<file path="config.mk">
export PLATFORM = sky130hd
export DESIGN_NAME = midi_rx
export DESIGN_NICKNAME = d
export VERILOG_FILES = /design/src/rtl/midi_rx.sv
export SDC_FILE = /design/constraint.sdc
export NUM_CORES = 1
export LEC_CHECK = 0
export ABC_AREA = 1
export CAP_MARGIN = 20
export CORE_AREA = 2 2 76 78
export DETAILED_ROUTE_END_ITERATION = 16
export DIE_AREA = 0 0 78 80
export GPL_TIMING_DRIVEN = 0
export SLEW_MARGIN = 5
export SYNTH_ARGS = -nofsm -noshare
export SYNTH_HDL_FRONTEND = slang
export SYNTH_SLANG_ARGS = --single-unit
</file>
<file path="constraint.sdc">
create_clock -name clk -period 1.7 [get_ports clk]
set_input_delay 0.425 -clock clk [delete_from_list [all_inputs] [get_ports clk]]
set_output_delay 0.425 -clock clk [all_outputs]
set_load 0.01 [all_outputs]
</file>
<file path="src/rtl/midi_rx.sv">
// ---------------------------------------------------------------------------
// midi_rx : MIDI (31250 baud, 8N1) serial receiver with a one-byte holding
//           register, framing-error and overrun reporting.
//
// Parameters
//   CLKS_PER_BIT : clk cycles per MIDI bit (even, >= 8)
// Ports
//   clk       : clock, all state updates on the rising edge
//   reset     : synchronous, active-high reset
//   rx        : asynchronous serial line, idles high
//   rd_ack    : consumer takes the held byte this cycle
//   data      : last received byte
//   valid     : data holds an unread byte
//   frame_err : one-cycle pulse when a stop bit is sampled low
//   overrun   : one-cycle pulse when an unread byte is overwritten
// ---------------------------------------------------------------------------
module midi_rx #(
   parameter int unsigned CLKS_PER_BIT = 32
) (
   input  logic       clk,
   input  logic       reset,
   input  logic       rx,
   input  logic       rd_ack,
   output logic [7:0] data,
   output logic       valid,
   output logic       frame_err,
   output logic       overrun
);

   localparam int unsigned CNT_W = (CLKS_PER_BIT > 2) ? $clog2(CLKS_PER_BIT) : 1;
   localparam logic [CNT_W-1:0] HALF_LOAD = CNT_W'(CLKS_PER_BIT / 2 - 1);
   localparam logic [CNT_W-1:0] FULL_LOAD = CNT_W'(CLKS_PER_BIT - 1);

   typedef enum logic [2:0] {
      ST_IDLE  = 3'd0,
      ST_START = 3'd1,
      ST_DATA  = 3'd2,
      ST_STOP  = 3'd3,
      ST_BREAK = 3'd4
   } state_t;

   state_t           state_q, state_d;
   logic             rx_meta_q, rx_meta_d;
   logic             rx_s_q, rx_s_d;
   logic [CNT_W-1:0] cnt_q, cnt_d;
   logic [2:0]       idx_q, idx_d;
   logic [7:0]       shift_q, shift_d;
   logic [7:0]       data_q, data_d;
   logic             valid_q, valid_d;
   logic             frame_err_q, frame_err_d;
   logic             overrun_q, overrun_d;
   logic             cnt_zero;

   assign cnt_zero  = (cnt_q == '0);

   assign data      = data_q;
   assign valid     = valid_q;
   assign frame_err = frame_err_q;
   assign overrun   = overrun_q;

   // State register
   always_ff @(posedge clk) begin
      if (reset) begin
         state_q <= ST_IDLE;
      end else begin
         state_q <= state_d;
      end
   end

   // Next-state logic; every sample point is a counter expiry
   always_comb begin
      state_d = state_q;
      case (state_q)
         ST_IDLE:  if (!rx_s_q) state_d = ST_START;
         ST_START: if (cnt_zero) state_d = rx_s_q ? ST_IDLE : ST_DATA;
         ST_DATA:  if (cnt_zero && (idx_q == 3'd7)) state_d = ST_STOP;
         ST_STOP:  if (cnt_zero) state_d = rx_s_q ? ST_IDLE : ST_BREAK;
         ST_BREAK: if (rx_s_q) state_d = ST_IDLE;
         default:  state_d = ST_IDLE;
      endcase
   end

   // Datapath and output next values
   always_comb begin
      rx_meta_d   = rx;
      rx_s_d      = rx_meta_q;
      cnt_d       = cnt_q;
      idx_d       = idx_q;
      shift_d     = shift_q;
      data_d      = data_q;
      valid_d     = valid_q;
      frame_err_d = 1'b0;
      overrun_d   = 1'b0;

      // Consumer handshake; a byte completing this cycle overrides it below
      if (valid_q && rd_ack) valid_d = 1'b0;

      case (state_q)
         ST_IDLE: begin
            if (!rx_s_q) cnt_d = HALF_LOAD;
         end
         ST_START: begin
            if (!cnt_zero) begin
               cnt_d = cnt_q - CNT_W'(1);
            end else if (!rx_s_q) begin
               idx_d = 3'd0;
               cnt_d = FULL_LOAD;
            end
         end
         ST_DATA: begin
            if (!cnt_zero) begin
               cnt_d = cnt_q - CNT_W'(1);
            end else begin
               shift_d = {rx_s_q, shift_q[7:1]};
               idx_d   = idx_q + 3'd1;
               cnt_d   = FULL_LOAD;
            end
         end
         ST_STOP: begin
            if (!cnt_zero) begin
               cnt_d = cnt_q - CNT_W'(1);
            end else if (rx_s_q) begin
               data_d    = shift_q;
               valid_d   = 1'b1;
               // An acknowledge in the completion cycle frees the slot
               overrun_d = valid_q && !rd_ack;
            end else begin
               frame_err_d = 1'b1;
            end
         end
         default: ;
      endcase
   end

   // Datapath registers
   always_ff @(posedge clk) begin
      if (reset) begin
         rx_meta_q   <= 1'b1;
         rx_s_q      <= 1'b1;
         cnt_q       <= '0;
         idx_q       <= 3'd0;
         shift_q     <= 8'h00;
         data_q      <= 8'h00;
         valid_q     <= 1'b0;
         frame_err_q <= 1'b0;
         overrun_q   <= 1'b0;
      end else begin
         rx_meta_q   <= rx_meta_d;
         rx_s_q      <= rx_s_d;
         cnt_q       <= cnt_d;
         idx_q       <= idx_d;
         shift_q     <= shift_d;
         data_q      <= data_d;
         valid_q     <= valid_d;
         frame_err_q <= frame_err_d;
         overrun_q   <= overrun_d;
      end
   end

endmodule

</file>
==> flow_metrics.py <==
metrics = {
    "outcome": {
        "status": "complete, no violations",
    },
    "finish": {
        "nFillCells": 592,
        "n_antenna_cell": 0,
        "final_nets": 231,
        "mostFrequentLayoutCells": "nand2_1 (32), dfxtp_1 (32), nor2_1 (29)",
        "drive_gt1_share_pct": 21.0,
        "fin_util_pct": 34.8,
        "area_growth_pct": 20.7,
    },
    "route": {
        "drt_first_pass_iters": 4,
        "m1WireLength_um": 1380,
        "vias_per_cell": 4.28,
        "num_vias": 1266,
        "dr_wl_met2_um": 1380,
        "top_layer": "met4",
        "drt_iter0_markers": 41,
        "antenna_left": 0,
        "wl_per_cell_um": 9.78,
        "dr_wl_met3_um": 74,
        "drc_errors": 0,
        "routed_wl_um": 2900,
    },
    "die": {
        "core_area_um2": 5410,
        "die_h_um": 80,
        "initial_core_util_pct": 28.8,
        "fp.dieArea_um2": 6240,
        "dieWidth_um": 78,
        "io_pins": 15,
        "rows": 27,
    },
    "run": {
        "maxCapViolCount": 0,
    },
    "clock_network": {
        "postCtsHoldBufs": 0,
        "cts_tree": "done",
        "numCtsBuffers": 5,
        "post_cts_buffers": 0,
        "htree_num_levels": 2,
        "post_cts_resized": 0,
        "path_clk_slew_ns": 0.07,
        "clockBufferDepth": 2,
        "cts.sinks": 32,
        "insertion_delay_ns": 0.29,
        "cts-root-buf": "clkbuf_8",
    },
    "sta": {
        "fin_skew_ns": 0.00812,
        "holdWs_ns": 0.413,
        "post-route-min-period_ns": 1.59,
        "setup_tns_ns": 0,
        "slew_viol_final": 0,
        "max_slew_margin_pct": 66.9,
        "rsz0062_at_grt": "no",
        "worstMarginPinSlew_ns": 0.496,
        "fmax_mhz": 630,
        "final-hold-violation-count": 0,
        "setup-violations-final": 0,
        "timing.final.crit_share_pct": 93.3,
    },
    "logic_synthesis": {
        "synth_seq_cells": 32,
        "synth_ff_type": "dfxtp_1",
        "syn_area_per_cell_um2": 7.71,
        "synth_seq_area_share_pct": 41.2,
        "synth_area_um2": 1560,
        "syn-num-nets": 210,
        "synth_edf_count": 0,
        "async_flop_share_pct": 0,
        "syn_inst": 202,
        "netlist-cell-type-count": 27,
        "yosysWarnings": 0,
    },
    "worst_setup_path": {
        "required_ns": 1.27,
        "crit_family": "buffers and inverters",
        "cpPeakStageDelay_ns": 0.54,
        "r2r_setup_slack_ns": 0.16,
        "path_cells": "clkdlybuf4s50_1",
        "cp-end-kind": "output pin",
        "cp_max_fo": 2,
        "worst_path_max_delay_cell": "clkdlybuf4s50_1",
        "path_buf_inv": 1,
        "arrival_ns": 1.16,
        "critPathLaunchType": "register",
        "worstSetupPathType": "register to output pin",
    },
    "place": {
        "dp.final_hpwl_um": 2080,
        "place_congestion": 0.742,
        "io_buffers": 14,
    },
    "power": {
        "leakage_uw": 0.000783,
        "ir_drop_uv": 647,
        "powerDensity_nw_per_um2": 1580,
    },
    "global_route": {
        "grt.overflow.total": 0,
        "grt_pass1_wl_um": 5170,
        "grt_max_degree": 11,
        "grt_pass1_vias": 1226,
        "track_usage_pct": 10.4,
        "antenna_found_initial": 0,
    },
    "hold_path": {
        "min_path_type": "register to register",
    },
}
==> state kept, by name, indices dropped and copies added, names as in the netlist <==
register   count
cnt_q          5
frame_err      1
shift_q        8
rx_s_q         1
idx_q          3
overrun        1
rx_meta_q      1
data           8
state_q        3
valid          1
==> layer usage <==
| layer | vias to the layer above | GRT usage (%) |
|---|---|---|
| li1 | 678 | - |
| met1 | 570 | 12.6 |
| met2 | 12 | 17.1 |
| met3 | 6 | 2.71 |
| met4 | 0 | 5.26 |
| met5 | - | 0 |
==> cells by family after synthesis <==
logic type / count (synthesis) / share of synthesized area, %
adders and majority gates: 4 / 3.22
xor gates and xnor gates: 2 / 1.13
DFF: 32 / 41.2
buffers and inverters: 33 / 8.68
and+or+nand+nor: 91 / 29.3
AOI/OAI and AO/OA: 40 / 16.5
==> report_power, final <==
part           total [uW]  internal [uW]  leakage [uW]  switching, uW
Combinational        1340            491      0.000472            851
Sequential           1010            891      0.000260            122
Clock                 616            323     0.0000510            293
==> cell usage after synthesis (2+ instances only) <==
library cell	n	area share [%]
a21oi_1	6	1.9
a21oi_2	9	5.1
o21ai_0	4	1.3
nand3_1	11	3.5
nand2_2	4	1.6
inv_1	21	5.1
nand3_4	2	2.3
nor2_4	5	3.6
or2_2	2	0.80
nand2_1	32	7.7
ha_1	4	3.2
o21ai_1	18	5.8
nor2_1	29	7.0
inv_2	7	1.7
clkbuf_1	3	0.72
nor2_2	3	1.2
dfxtp_1	32	41
==> path summary, 6_finish.rpt <==
| kind | depth (start not counted) | start | end |
|---|---|---|---|
| worst max register to register | 7 | cnt_q[0]$_SDFFE_PP0P_ | data[0]$_SDFFE_PP0P_ |
| worst max-delay path | 1 | data[6]$_SDFFE_PP0P_ | data[6] |
| worst min register to register | 1 | rx_meta_q$_SDFF_PP1_ | rx_s_q$_SDFF_PP1_ |
| worst min-delay path | 1 | rx_meta_q$_SDFF_PP1_ | rx_s_q$_SDFF_PP1_ |
==> layout make-up <==
type                    instances  area (um2)  area share, %
flip-flops and latches         32         641           34.1
inverters                      28         105           5.59
repair buffers                 14         140           7.46
clock inverters                 2        10.0          0.533
multi-input cells             137         781           41.5
well taps                      72        90.1           4.79
clock buffers                   6        82.6           4.39
plain buffers                   5        30.0           1.60
==> per-stage QoR <==
step	area (um2)	power, uW	std cells	setup WS [ns]
2_1_floorplan	1560	2130	202	0.308
3_3_place_gp	1790	2370	288	0.0130
3_5_place_dp	1790	2370	288	0.00837
4_1_cts	1880	2990	296	0.100
5_1_grt	1880	3230	296	0.0207
6_report	1880	2970	296	0.114
(Power assumes the default switching activity.)
